<file path="src/rtl/shift_sequencer_if.sv">
// Command/result handshake bundle between a command source and shift_sequencer.
interface shift_sequencer_if #(
  parameter int WIDTH = 4,
  parameter int CNT_W = 3
);
  logic             cmd_valid;
  logic             cmd_ready;
  logic [WIDTH-1:0] cmd_data;
  logic             cmd_dir;
  logic [CNT_W-1:0] cmd_cnt;
  logic             res_valid;
  logic             res_ready;
  logic [WIDTH-1:0] res_data;

  modport master (
    output cmd_valid, cmd_data, cmd_dir, cmd_cnt, res_ready,
    input  cmd_ready, res_valid, res_data
  );

  modport slave (
    input  cmd_valid, cmd_data, cmd_dir, cmd_cnt, res_ready,
    output cmd_ready, res_valid, res_data
  );
endinterface

</file>
<file path="src/rtl/shift_sequencer.sv">
// Multi-step shift controller: accepts (operand, dir, count), steps a
// one-position shifter once per clock, then returns the result.

// One-position zero-fill shifter; l and r are never both asserted.
module shifter #(
  parameter int WIDTH = 4
) (
  input  logic [WIDTH-1:0] i,
  input  logic             l,
  input  logic             r,
  output logic [WIDTH-1:0] o
);
  // Select left shift, right shift, or hold.
  always_comb begin
    o = i;
    if (l)      o = {i[WIDTH-2:0], 1'b0};
    else if (r) o = {1'b0, i[WIDTH-1:1]};
  end
endmodule

module shift_sequencer #(
  parameter int WIDTH = 4,
  parameter int CNT_W = 3,
  parameter int OPS_W = 8
) (
  input  logic             clk,
  input  logic             nrst,
  shift_sequencer_if.slave bus,
  output logic             busy,
  output logic [OPS_W-1:0] ops_done
);
  typedef enum logic [1:0] {IDLE, SHIFT, DONE} state_t;

  state_t           state_q, state_d;
  logic [WIDTH-1:0] data_q, data_d;
  logic [WIDTH-1:0] res_q, res_d;
  logic             dir_q, dir_d;
  logic [CNT_W-1:0] rem_q, rem_d;
  logic [OPS_W-1:0] ops_q, ops_d;
  logic             sh_l, sh_r;
  logic [WIDTH-1:0] sh_o;

  shifter #(.WIDTH(WIDTH)) u_shifter (
    .i (data_q),
    .l (sh_l),
    .r (sh_r),
    .o (sh_o)
  );

  // State and datapath registers.
  always_ff @(posedge clk or negedge nrst) begin
    if (!nrst) begin
      state_q <= IDLE;
      data_q  <= '0;
      res_q   <= '0;
      dir_q   <= 1'b0;
      rem_q   <= '0;
      ops_q   <= '0;
    end else begin
      state_q <= state_d;
      data_q  <= data_d;
      res_q   <= res_d;
      dir_q   <= dir_d;
      rem_q   <= rem_d;
      ops_q   <= ops_d;
    end
  end

  // Next-state, shifter select and register updates.
  // The result lives in its own register so res_data holds its last value
  // while a new operand is loaded and stepped through the shifter.
  always_comb begin
    state_d = state_q;
    data_d  = data_q;
    res_d   = res_q;
    dir_d   = dir_q;
    rem_d   = rem_q;
    ops_d   = ops_q;
    sh_l    = 1'b0;
    sh_r    = 1'b0;
    unique case (state_q)
      IDLE: begin
        if (bus.cmd_valid) begin
          data_d = bus.cmd_data;
          dir_d  = bus.cmd_dir;
          rem_d  = bus.cmd_cnt;
          if (bus.cmd_cnt == '0) begin
            res_d   = bus.cmd_data;
            state_d = DONE;
          end else begin
            state_d = SHIFT;
          end
        end
      end
      SHIFT: begin
        sh_l   = ~dir_q;
        sh_r   = dir_q;
        data_d = sh_o;
        rem_d  = rem_q - CNT_W'(1);
        if (rem_q == CNT_W'(1)) begin
          res_d   = sh_o;
          state_d = DONE;
        end
      end
      DONE: begin
        if (bus.res_ready) begin
          ops_d   = ops_q + OPS_W'(1);
          state_d = IDLE;
        end
      end
      default: state_d = IDLE;
    endcase
  end

  assign bus.cmd_ready = (state_q == IDLE);
  assign bus.res_valid = (state_q == DONE);
  assign bus.res_data  = res_q;
  assign busy          = (state_q == SHIFT) || (state_q == DONE);
  assign ops_done      = ops_q;
endmodule

</file>
<file path="src/flat_wrapper.sv">
// flat-port wrapper written by rule: the top's interface ports become plain ports
module shift_sequencer_flat 
#(
  parameter int WIDTH = 4,
  parameter int CNT_W = 3,
  parameter int OPS_W = 8
)
  (clk, nrst, busy, ops_done, bus_cmd_valid, bus_cmd_data, bus_cmd_dir, bus_cmd_cnt, bus_res_ready, bus_cmd_ready, bus_res_valid, bus_res_data);
  shift_sequencer_if #(.WIDTH(WIDTH), .CNT_W(CNT_W)) bus_i ();
  input  logic clk;
  input  logic nrst;
  output logic busy;
  output logic [OPS_W-1:0] ops_done;
  input wire logic [$bits(bus_i.cmd_valid)-1:0] bus_cmd_valid;
  input wire logic [$bits(bus_i.cmd_data)-1:0] bus_cmd_data;
  input wire logic [$bits(bus_i.cmd_dir)-1:0] bus_cmd_dir;
  input wire logic [$bits(bus_i.cmd_cnt)-1:0] bus_cmd_cnt;
  input wire logic [$bits(bus_i.res_ready)-1:0] bus_res_ready;
  output wire logic [$bits(bus_i.cmd_ready)-1:0] bus_cmd_ready;
  output wire logic [$bits(bus_i.res_valid)-1:0] bus_res_valid;
  output wire logic [$bits(bus_i.res_data)-1:0] bus_res_data;
  assign bus_i.cmd_valid = bus_cmd_valid;
  assign bus_i.cmd_data = bus_cmd_data;
  assign bus_i.cmd_dir = bus_cmd_dir;
  assign bus_i.cmd_cnt = bus_cmd_cnt;
  assign bus_i.res_ready = bus_res_ready;
  assign bus_cmd_ready = bus_i.cmd_ready;
  assign bus_res_valid = bus_i.res_valid;
  assign bus_res_data = bus_i.res_data;
  shift_sequencer #(.WIDTH(WIDTH), .CNT_W(CNT_W), .OPS_W(OPS_W)) u_core (.clk(clk), .nrst(nrst), .bus(bus_i), .busy(busy), .ops_done(ops_done));
endmodule
</file>
<file path="config.mk">
export PLATFORM = sky130hd
export DESIGN_NAME = shift_sequencer_flat
export DESIGN_NICKNAME = d
export VERILOG_FILES = /design/src/rtl/shift_sequencer_if.sv /design/src/rtl/shift_sequencer.sv /design/src/flat_wrapper.sv
export SDC_FILE = /design/constraint.sdc
export NUM_CORES = 1
export LEC_CHECK = 0
export ABC_AREA = 1
export BUFFER_PORTS_ARGS = -buffer_cell sky130_fd_sc_hd__buf_2
export CAP_MARGIN = 20
export CORE_ASPECT_RATIO = 1.75
export CORE_MARGIN = 4
export CORE_UTILIZATION = 45
export DETAILED_ROUTE_END_ITERATION = 8
export PLACE_DENSITY = 0.8
export SYNTH_ARGS = -nofsm -noshare
export SYNTH_HDL_FRONTEND = slang
export SYNTH_HIERARCHICAL = 1
export SYNTH_SLANG_ARGS = --single-unit
</file>
<file path="constraint.sdc">
create_clock -name clk -period 4.2 [get_ports clk]
set_input_delay 0.63 -clock clk [delete_from_list [all_inputs] [get_ports clk]]
set_output_delay 0.63 -clock clk [all_outputs]
set_load 0.02 [all_outputs]
</file>
==> Word-level counts from Yosys, hierarchy flattened <==
Cells that the tools add are included.
{ "classes": {"reduce_logical": 9, "addsub": 2, "bitwise_logic": 1, "eq_ne": 7, "muxes": 17} }
{ "ops": {"columns": ["op", "n"], "rows": [
  ["$mux 4", 6],
  ["$pmux 4 s2", 2],
  ["$add 8x1->8 const B", 1],
  ["$mux 2", 4],
  ["$pmux 2 s3", 1],
  ["$pmux 3 s2", 1],
  ["$reduce_and 2->1", 3],
  ["$ne 2x1->1 const B", 2],
  ["$ne 2x2->1 const B", 2],
  ["$reduce_and 4->1", 1],
  ["$eq 3x1->1 const B", 1],
  ["$logic_not 3->1", 1],
  ["$mux 3", 1],
  ["$reduce_and 3->1", 1],
  ["$sub 3x1->3 const B", 1],
  ["$eq 2x1->1 const B", 1],
  ["$eq 2x2->1 const B", 1],
  ["$logic_not 2->1", 1],
  ["$mux 1", 2],
  ["$reduce_bool 2->1", 1],
  ["$logic_or 1x1->1", 1],
  ["$not 1->1", 1]
]} }
{ "word_totals": {"reg_bits": 22, "elab_cells": 42, "output_inout_bits": 15, "in_bits": 12} }

==> Logic depth before layout (Yosys ltp) <==
Gate-level depths: netlist of the first run.
{ "depth": {"ltp_word": 6, "mapped_depth": 13, "ltp_nobuf": 12} }

==> By module <==
The synthesis of the first run kept the hierarchy.
{ "by_module_without_submodules": {"columns": ["module", "seq_area_each_um2", "cells_per_inst", "area_each_um2", "n_inst"], "rows": [
  ["shift_sequencer", 550.5, 154, 1216.2, 1],
  ["shifter", 0.0, 20, 81.3, 1]
]} }

==> Worst setup path after synthesis of the first run <==
No wires, ideal clock.
{ "synth_path": {"kind": "register to register", "from": "register u_core.state_q[1]", "to": "register u_core.res_q[3], in the netlist u_core/bus.res_data[3]", "arrival_ps": 1522, "setup_time_ps": 117, "path_buffers": 2, "slack_ps": 2561, "required_time_ps": 4083, "period_less_slack_ps": 1639, "path_stages_with_launch": 14, "cell_sequence": "dfrtp_1 > inv_1 > ha_1 > buf_6 > inv_4 > buf_2 > nor2_1 > inv_2 > nand3_1 > o21ai_0 > nand2_1 > nand2_1 > nand3_1 > nand2_1"} }
{ "synth_via": {"elab_cells_between_ends": 13, "cone_classes": "eq/ne: 4; mux: 6; reduce/logical: 3"} }
{ "synth_lines": {"columns": ["element", "line", "rtl"], "rows": [
  ["start: declaration", "shift_sequencer.sv:34", "state_t state_q, state_d;"],
  ["start signal: assignment", "shift_sequencer.sv:60", "state_q <= state_d;"],
  ["$eq 2x1->1", "shift_sequencer.sv:81", "unique case (state_q)"],
  ["$mux 1", "shift_sequencer.sv:81", null],
  ["net u_core.sh_l", "shift_sequencer.sv:40", "logic sh_l, sh_r;"],
  ["$mux 4", "shift_sequencer.sv:16", "if (l) o = {i[WIDTH-2:0], 1'b0};"],
  ["net u_core.sh_o[3]", "shift_sequencer.sv:41", "logic [WIDTH-1:0] sh_o;"],
  ["$mux 4", "shift_sequencer.sv:100", "if (rem_q == CNT_W'(1)) begin"],
  ["$pmux 4 s2", "shift_sequencer.sv:81", null],
  ["end signal: assignment", "shift_sequencer.sv:62", "res_q <= res_d;"],
  ["end: declaration", "shift_sequencer.sv:36", "logic [WIDTH-1:0] res_q, res_d;"]
]} }
The timed path passes the listed nets, and every way through them passes these cells. The select of a mux whose other input is x is not followed.
A chain may end at the register's enable or synchronous reset.

==> Final worst setup path of the first run <==
Ends and elaborated chain as after synthesis.

==> impl_metrics.ini, run 1 <==
[run_status]
status = complete, no violations

[synth]
synth_mux_area_frac = 0
yosys-top-cells-count = nand2_1, dfrtp_1, inv_1, o21ai_0, nand3_1
synth_top_area_cell = dfrtp_1
synth-edff-count = 0
async_reset_ff_frac = 1.00
synth.area.top_cells = dfrtp_1, nand2_1, ha_1
synth_compound_area_frac = 0.0569
synth_warnings = 6
synthMostInstantiatedCell = nand2_1
synth_top_area_frac = 0.424
ys_seq_area_frac = 0.424
synth_top_family_by_area = simple AND/OR/NAND/NOR gates
synth_xor_area_frac = 0.0203
synth_cells = 174
synth_nets = 193
syn_avg_cell_area_um2 = 7.46
synth.cell_area_mm2 = 0.00130
ys_types = 22
synth_simple_gate_area_share = 0.344
synthAdderAreaFrac = 0.0675
ys_seq_elements = 22
synthFlopType = dfrtp_1

[timing]
timing.setup.tns_ns = 0
relSlewSlack = 0.674
rsz0062_at_grt = false
period_share = 0.427
worst_slew_pin_slew_ns = 0.489
drv_slew = 0
finalSetupViolCount = 0
period_minus_slack_ns = 1.80
clock-skew-final_ns = 0.00289
finalHoldViolCount = 0
fmax_ghz = 0.557
whs_ns = 0.326

[layout]
fillers = 273
final_area_mm2 = 0.00150
regArea_um2 = 551
diodes = 0
syn_to_final_growth_pct = 15.6
nNetsFinal = 222
drive_gt1_frac = 0.198
multi_input_area_um2 = 634

[pwr]
power.density_mw_per_mm2 = 682
p_leak_nw = 0.905
vdd_drop_max_mv = 0.413

[critical_path]
cp-start-kind = register
rr_startpoint = u_core/state_q[1]
critical_path.most_common_cell = nand2_1
cpMaxStageDelayCell = dfrtp_1
path_cells = inv_1 > ha_1 > inv_4 > nor2_1 > inv_2 > nand3_1 > o21ai_0 > nand2_1 > nand2_1 > nand3_1 > nand2_1
critPathArrivalTime_ns = 1.95
path_buf_inv = 3
crit_type = reg2reg
r2r_end = u_core/bus.res_data[3]
crit_required_ns = 4.35
regToRegSetupSlack_ns = 2.40
crit_end = u_core/bus.res_data[3]
startpoint = u_core/state_q[1]
slowest_delay_ns = 0.40
r2r_cells = 11
path_depth = 11
path_max_fanout = 13
end_kind = register
crit_family = simple AND/OR/NAND/NOR gates

[clock_network]
clock_path_buffers = 2
cts_resized = 0
cts_tree = yes
post-cts-setup-buffer-count = 0
numCtsBuffers = 3
clk_root_buffer_cell = clkbuf_8
cts.sinks = 22
h-tree-depth = 1
clk_pin_slew_worst_paths_ns = 0.08
postCtsHoldBufs = 0
clk_latency_ns = 0.26

[global_routing]
track_usage = 0.140
grt_max_degree = 23
grt-ovfl-total = 0
antenna_found_initial = 0
grt_pass1_vias = 1014
grt_pass1_wl_um = 4340

[hold_path]
hp-class = in2async

[die]
die_y_um = 79.0
num_rows = 25
initial_core_util = 0.477
io_pins = 27
core_mm2 = 0.00272
die_w_um = 48.6
dieArea_mm2 = 0.00384

[drt]
num_vias = 1116
wl_per_cell_um = 10.7
drt-total-wl_um = 2450
vias_per_cell = 4.87
drt_iter0_markers = 23
firstDrtPassIters = 4
antenna_left = 0
drc = 0

[placed_design]
dpl_cell_area_mm2 = 0.00145
dp_hpwl_um = 1940
gp_congestion = 0.827
port_buffers = 26

[job]
drv_cap = 0
==> layer usage <==
layer	vias up	track usage	share of wire	wire length, um
li1	593	-	-	-
met1	507	0.166	0.43	1060
met2	14	0.247	0.52	1280
met3	2	0.0188	0.029	71
met4	0	0.0566	0.014	35
met5	-	0	0	0
==> worst register-to-register path, stage by stage, from the launching register on <==
cell and delay (ns):
dfrtp_1 0.40, inv_1 0.10, ha_1 0.36, inv_4 0.12, nor2_1 0.21, inv_2 0.09
nand3_1 0.09, o21ai_0 0.08, nand2_1 0.06, nand2_1 0.06, nand3_1 0.07, nand2_1 0.05
==> cell usage in the layout (no fill, tap or decap) <==
cell and count:
nand3_1 10, a21o_1 1, buf_2 26, xor2_1 3, inv_4 1, inv_2 3, nor3_4 1, and2_2 1
nand4_1 2, o21ai_0 11, clkbuf_8 4, or2_4 1, a21oi_1 1, a31oi_1 1, nand2_4 2, nand2_1 73
inv_1 21, ha_1 7, nand2_2 1, nor2_1 7, nand3b_1 3, dfrtp_1 22
==> stage by stage <==
stage	total power, W	setup slack [ns]	std cells	util
2_1_floorplan	0.000761	2.56	174	-
3_3_place_gp	0.000872	2.50	225	0.531
3_5_place_dp	0.000881	2.44	225	0.531
4_1_cts	0.00103	2.40	229	0.551
5_1_grt	0.00113	2.21	229	0.551
6_report	0.00102	2.40	229	0.551
==> logic make-up (layout without fill, tap and decap cells) <==
logic type	after synthesis	in the layout
and+or+nand+nor	101	101
buffers and inverters	27	55
DFF	22	22
AOI/OAI and AO/OA	14	14
adders and majority gates	7	7
xor gates and xnor gates	3	3
==> report_power, final <==
part | internal [W] | leakage (nW) | switching (W)
clock network | 0.0000834 | 0.0288 | 0.0000631
registers | 0.000293 | 0.280 | 0.0000543
logic | 0.000182 | 0.596 | 0.000347
total | 0.000558 | 0.905 | 0.000465
==> final cells by class <==
class                      count  area share
clock buffer                   4      0.0367
timing repair buffer          26      0.0867
inverter                      25      0.0642
sequential                    22       0.367
tap                           27      0.0225
multi-input combinational    125       0.423
==> registers in the layout, indices dropped and copies added, names as in the netlist <==
register / cells
u_core/ops_done: 8
u_core/rem_q: 3
u_core/bus.res_data: 4
u_core/data_q: 4
u_core/dir_q: 1
u_core/state_q: 2
==> worst min path at each step <==
stage                                 from                endpoint  depth (start not counted)
floorplan                             nrst  u_core/bus.res_data[0]                          0
global placement    u_core/bus.res_data[1]  u_core/bus.res_data[1]                          2
detailed placement  u_core/bus.res_data[1]  u_core/bus.res_data[1]                          2
CTS                                   nrst      u_core/ops_done[7]                          1
global route                          nrst      u_core/ops_done[7]                          1
finish                                nrst      u_core/ops_done[7]                          1
Power figures use the tool's default switching activity.
==> run 2: changes to the inputs <==
- ABC_AREA: 1 -> 0
- clock period: 4.2 -> 1.7 ns (I/O delays scaled with it)
==> run 2 against run 1 <==
Routed wire length increased by 30%; sequential power increased to 2.7 times the previous value; combinational power increased to 3.4 times the previous value; global-route usage increased by 4.5 points; critical path depth decreased by 4; non-clock buffer count increased by 14; first-iteration DRC count increased by 70%; hold slack got worse by 0.084 ns; sequential cell count unchanged; clock skew increased by 0.0025 ns; critical path type unchanged.
==> impl_metrics.ini, run 2 <==
[drt]
vias_per_cell = 5.92
drt_iter0_markers = 39
antenna_left = 0
wl_met3_um = 152
highest_layer = met4
drc = 0
num_vias = 1149
wl_per_cell_um = 16.4
firstDrtPassIters = 4
routed-wl-met2_um = 1810
drt-total-wl_um = 3180
wl_met1_um = 1140

[synth]
ys_seq_area_frac = 0.439
synthMostInstantiatedCell = dfrtp_1
synth_cells = 126
yosys-top-cells-count = dfrtp_1, a21oi_1, nand3_1, o22ai_1
ys_seq_elements = 22
synth_warnings = 6
synth_top_area_frac = 0.439
syn_avg_cell_area_um2 = 9.96
synth_compound_area_frac = 0.188
synth_top_family_by_area = compound AO/OA/AOI/OAI gates
synthFlopType = dfrtp_1
synth_xor_area_frac = 0.0489
ys_types = 33
synth_simple_gate_area_share = 0.156
synth.cell_area_mm2 = 0.00125
synth_top_area_cell = dfrtp_1
synth-edff-count = 0
synth_mux_area_frac = 0.0738
synth.area.top_cells = dfrtp_1, ha_1, mux2i_1
synthAdderAreaFrac = 0.0698
synth_nets = 145
async_reset_ff_frac = 1.00

[critical_path]
cpMaxStageDelayCell = dfrtp_1
rr_startpoint = u_core/state_q[0]
crit_required_ns = 1.89
end_kind = register
critical_path.most_common_cell = buf_6
crit_type = reg2reg
path_max_fanout = 8
crit_end = u_core/bus.res_data[0]
r2r_cells = 7
crit_family = compound AO/OA/AOI/OAI gates
startpoint = u_core/state_q[0]
cp-start-kind = register
slowest_delay_ns = 0.42
path_cells = buf_6 > ha_4 > buf_6 > a2111oi_4 > buf_6 > nor2_1 > a21oi_1
r2r_end = u_core/bus.res_data[0]
path_buf_inv = 3
regToRegSetupSlack_ns = 0.04
critPathArrivalTime_ns = 1.85
path_depth = 7

[timing]
clock-skew-final_ns = 0.00543
rsz0062_at_grt = true
drv_slew = 0
finalSetupViolCount = 0
worst_slew_pin_slew_ns = 0.507
timing.setup.tns_ns = 0
period_share = 0.975
period_minus_slack_ns = 1.66
relSlewSlack = 0.662
fmax_ghz = 0.603
finalHoldViolCount = 0

[layout]
drive_gt1_frac = 0.365
fillers = 200
largest_reg_flops = 8
layout.cells.non_filler = 194
nNetsFinal = 187
final_common_cell = buf_2
syn_to_final_growth_pct = 29.8
diodes = 0
final_cell_mix = buf_2, dfrtp_1, buf_4, a21oi_1
multi_input_area_um2 = 722
regArea_um2 = 551

[clock_network]
cts_tree = yes
clk_latency_ns = 0.26
numCtsBuffers = 3
clk_pin_slew_worst_paths_ns = 0.08
cts.sinks = 22
clock_path_buffers = 2
clk_root_buffer_cell = clkbuf_8
h-tree-depth = 1

[placed_design]
dp.cells = 184
port_buffers = 26
dp_hpwl_um = 2350
gp_congestion = 0.798

[pwr]
power.density_mw_per_mm2 = 1900
p_leak_nw = 0.731
vdd_drop_max_mv = 1.35

[global_routing]
grt_pass1_vias = 1166
grt_pass1_wl_um = 5120
antenna_found_initial = 0
grt-ovfl-total = 0
grt_max_degree = 23
track_usage = 0.185

[hold_path]
hp-class = in2reg

[die]
dieArea_mm2 = 0.00373
core_mm2 = 0.00269
die_y_um = 77.9
num_rows = 25
io_pins = 27
die_w_um = 47.9
initial_core_util = 0.467

[job]
drv_cap = 0

[run_status]
status = complete, no violations
-- run 2: cell count changes in the layout (fill, tap and decap cells not counted), sizes merged, moves of 3 or more --
cell    change
and3        +3
o21ai       -3
xnor2       +6
buf        +13
inv        -20
mux2i       +7
nand2      -69
nand2b      +3
a21oi      +10
o22ai       +8
-- run 2: cell families after synthesis --
logic type | after synthesis
flops | 22
simple gates | 37
xor+xnor | 7
mux | 9
buf+inv | 8
fa+ha+maj | 7
compound gates | 36
-- run 2: repair_timing --
action	CTS	global route
pin swaps	0	1
endpoints found under the hold margin	22	0
endpoints found under the setup margin	1	11
resized for setup	0	15
hold buffers	1	0
buffers inserted	1	4
-- run 2: per-stage QoR --
stage               utilization  hold slack (ns)  area (um2)  total power, W  setup WS [ns]
global route              0.606            0.247        1630         0.00332        -0.0221
CTS                       0.574            0.242        1540         0.00291         0.0294
global placement          0.547            0.239        1470         0.00244          0.141
finish                    0.606            0.243        1630         0.00310         0.0422
detailed placement        0.547            0.248        1470         0.00253         0.0228
floorplan                     -          -0.0406        1260         0.00203        0.00172
-- run 2: final cells by class --
class / instances / share of cell area
inverters: 5 / 0.0115
flip-flops and latches: 22 / 0.338
multi-input cells: 96 / 0.443
well taps: 27 / 0.0207
repair buffers: 40 / 0.153
clock buffers: 4 / 0.0338
-- run 2: routing by layer --
metal  global-route usage  vias to the layer above
li1                     -                      540
met1                0.210                      556
met2                0.324                       45
met3               0.0232                        8
met4               0.0728                        0
met5                    0                        -
-- run 2: report_power, final --
group	switching (W)	leakage, nW	internal (W)	total, W
logic	0.000989	0.441	0.000794	0.00178
clock network	0.000168	0.0288	0.000206	0.000375
registers	0.000201	0.261	0.000742	0.000943
-- run 2: worst min path at each step --
stage                                        end  cells past startpoint  slack [ns]        start
after floorplan           u_core/bus.res_data[0]                      0       -0.04         nrst
final                               u_core/dir_q                      2        0.24  bus_cmd_dir
after detailed placement      u_core/ops_done[2]                      1        0.25         nrst
after global routing                u_core/dir_q                      2        0.25  bus_cmd_dir
after global placement        u_core/ops_done[2]                      1        0.24         nrst
after CTS                           u_core/dir_q                      2        0.24  bus_cmd_dir
==> run 3: changes to the inputs <==
- SYNTH_HIERARCHICAL: 1 -> unset
==> run 3 against run 2 <==
Clock-buffer cell count down 1; via count is 16% lower; die area down 1.6%; routed wire length down 22%; clock skew decreased by 0.0029 ns; final area is 0.31% lower; sequential power is 1% higher; final cell count is 7.7% lower; register-to-register slack lost 0.04 ns; critical path depth fell by 1; synthesized cell count down 11%; critical path type unchanged; largest power group unchanged.
==> impl_metrics.ini, run 3 <==
[run_status]
status = complete, no violations

[placed_design]
port_buffers = 26
post-place-ws_ns = -0.140
dp.cells = 172
dp_hpwl_um = 1910
gp_congestion = 0.786

[layout]
nNetsFinal = 174
largest_reg_flops = 8
drive_gt1_frac = 0.438
final_util = 0.636
final_cell_mix = buf_2, dfrtp_1, buf_4
fillers = 200
layout.cells.non_filler = 179
diodes = 0
final_common_cell = buf_2
syn_to_final_growth_pct = 31.9

[timing]
clock-skew-final_ns = 0.00248
worst_slew_pin_slew_ns = 0.494
layout_setup_ws_ns = 0.00370
fmax_ghz = 0.590
finalHoldViolCount = 0
drv_slew = 0
finalSetupViolCount = 0
period_share = 0.998
period_minus_slack_ns = 1.70
relSlewSlack = 0.670
rsz0062_at_grt = true

[synth]
synth.area.top_cells = dfrtp_1, mux2_2, ha_1
async_reset_ff_frac = 1.00
synth_nets = 132
synth_warnings = 0
ys_types = 29
synth_top_area_frac = 0.447
synth-edff-count = 0
ys_seq_elements = 22
synth.cell_area_mm2 = 0.00123
syn_avg_cell_area_um2 = 11.0
synth_top_area_cell = dfrtp_1
yosys-top-cells-count = dfrtp_1, inv_1, mux2_2, ha_1
synth_cells = 112
ys_seq_area_frac = 0.447
synthMostInstantiatedCell = dfrtp_1
synthFlopType = dfrtp_1

[critical_path]
path_max_fanout = 4
end_kind = register
path_cells = inv_2 > ha_4 > nor2_2 > a2111oi_4 > buf_4 > mux2_2
crit_type = reg2reg
cpMaxStageDelayCell = dfrtp_1
slowest_delay_ns = 0.40
r2r_cells = 6
critPathArrivalTime_ns = 1.85
crit_required_ns = 1.86
cp-start-kind = register

[clock_network]
numCtsBuffers = 3
clk_latency_ns = 0.27
clk_pin_slew_worst_paths_ns = 0.08
cts.sinks = 22
h-tree-depth = 1
clock_path_buffers = 2
clk_root_buffer_cell = clkbuf_8
cts_tree = yes

[hold_path]
hold_depth = 2
hp-class = in2reg

[global_routing]
antenna_found_initial = 0
grt_pass1_vias = 994
grt_max_degree = 23
track_usage = 0.151
grt_pass1_wl_um = 4130
grt-ovfl-total = 0

[drt]
firstDrtPassIters = 4
drc = 0
vias_per_cell = 5.42
drt_iter0_markers = 23
antenna_left = 0
drt-total-wl_um = 2490
num_vias = 970
wl_per_cell_um = 13.9

[pwr]
vdd_drop_max_mv = 1.08
p_leak_nw = 0.778
power.density_mw_per_mm2 = 1950

[job]
drv_cap = 0

[die]
core_mm2 = 0.00255
num_rows = 24
dieArea_mm2 = 0.00367
io_pins = 27
die_w_um = 47.5
initial_core_util = 0.482
die_y_um = 77.2
## run 3: changes by cell type in the layout (fill, tap and decap cells not counted), moves of 5 or more
cell	previous run	this run
a21oi_1	10	0
mux2_2	2	10
o22ai_1	8	2
inv_1	3	8
## run 3: stage by stage
| step | TNS, ns | power (W) | cell area (um2) | hold WS (ns) |
|---|---|---|---|---|
| 3_5_place_dp | -0.534 | 0.00253 | 1470 | 0.248 |
| 2_1_floorplan | 0 | 0.00207 | 1240 | -0.0406 |
| 6_report | 0 | 0.00316 | 1620 | 0.218 |
| 5_1_grt | -0.0949 | 0.00340 | 1620 | 0.228 |
| 4_1_cts | 0 | 0.00312 | 1590 | 0.212 |
| 3_3_place_gp | -0.313 | 0.00248 | 1470 | 0.241 |
## run 3: final cells by class
type	count	area [um2]	share of cell area
Clock buffer	3	41.3	0.0254
Timing Repair Buffer	39	230	0.142
Clock inverter	1	30.0	0.0185
Inverter	11	43.8	0.0270
Sequential cell	22	551	0.339
Multi-Input combinational cell	77	696	0.428
Tap cell	26	32.5	0.0200
## run 3: power breakdown
| group | switching, W | leakage [nW] | total, W | internal [W] |
|---|---|---|---|---|
| clock network | 0.000171 | 0.0357 | 0.000485 | 0.000315 |
| registers | 0.000202 | 0.264 | 0.000957 | 0.000755 |
| logic | 0.000866 | 0.478 | 0.00172 | 0.000855 |
## run 3: cell families after synthesis
group | count (synthesis) | synth area share
AND/OR/NAND/NOR | 29 | 0.124
flip-flops | 22 | 0.447
multiplexers | 18 | 0.158
AO/OA/AOI/OAI | 15 | 0.0966
buffers and inverters | 13 | 0.0437
adder cells (fa/ha/maj) | 8 | 0.0813
XOR/XNOR | 7 | 0.0498
## run 3: final timing paths
check	startpoint	to	slack (ns)
worst min register to register	u_core.ops_done[7]	u_core.ops_done[7]	0.46
max in group asynchronous	nrst	u_core.data_q[3]	0.89
worst max-delay path	u_core.state_q[0]	u_core.bus.res_data[1]	0.004
worst max register to register	u_core.state_q[0]	u_core.bus.res_data[1]	0.004
min in group asynchronous	nrst	u_core.bus.res_data[1]	0.48
worst min-delay path	bus_cmd_dir	u_core.dir_q	0.22
## run 3: timing repair
action	4_1_cts	5_1_grt
setup buffers	1	1
endpoints found under the hold margin	22	0
hold buffers	1	0
endpoints found under the setup margin	4	8
resized for setup	6	9
pin swaps	1	0
## run 3: critical path, delay by kind of cell (launching register included)
family | cells | cell delay, ns
DFF | 1 | 0.40
adders and majority gates | 1 | 0.17
AOI/OAI and AO/OA | 1 | 0.31
muxes | 1 | 0.33
buffers and inverters | 2 | 0.33
and+or+nand+nor | 1 | 0.05
## run 3: routing by layer
metal,GRT usage,vias up,part of all wire
met4,0.0728,0,0.022
met2,0.259,31,0.53
met1,0.170,462,0.39
met3,0.0211,5,0.056
met5,0,-,0
li1,-,472,-
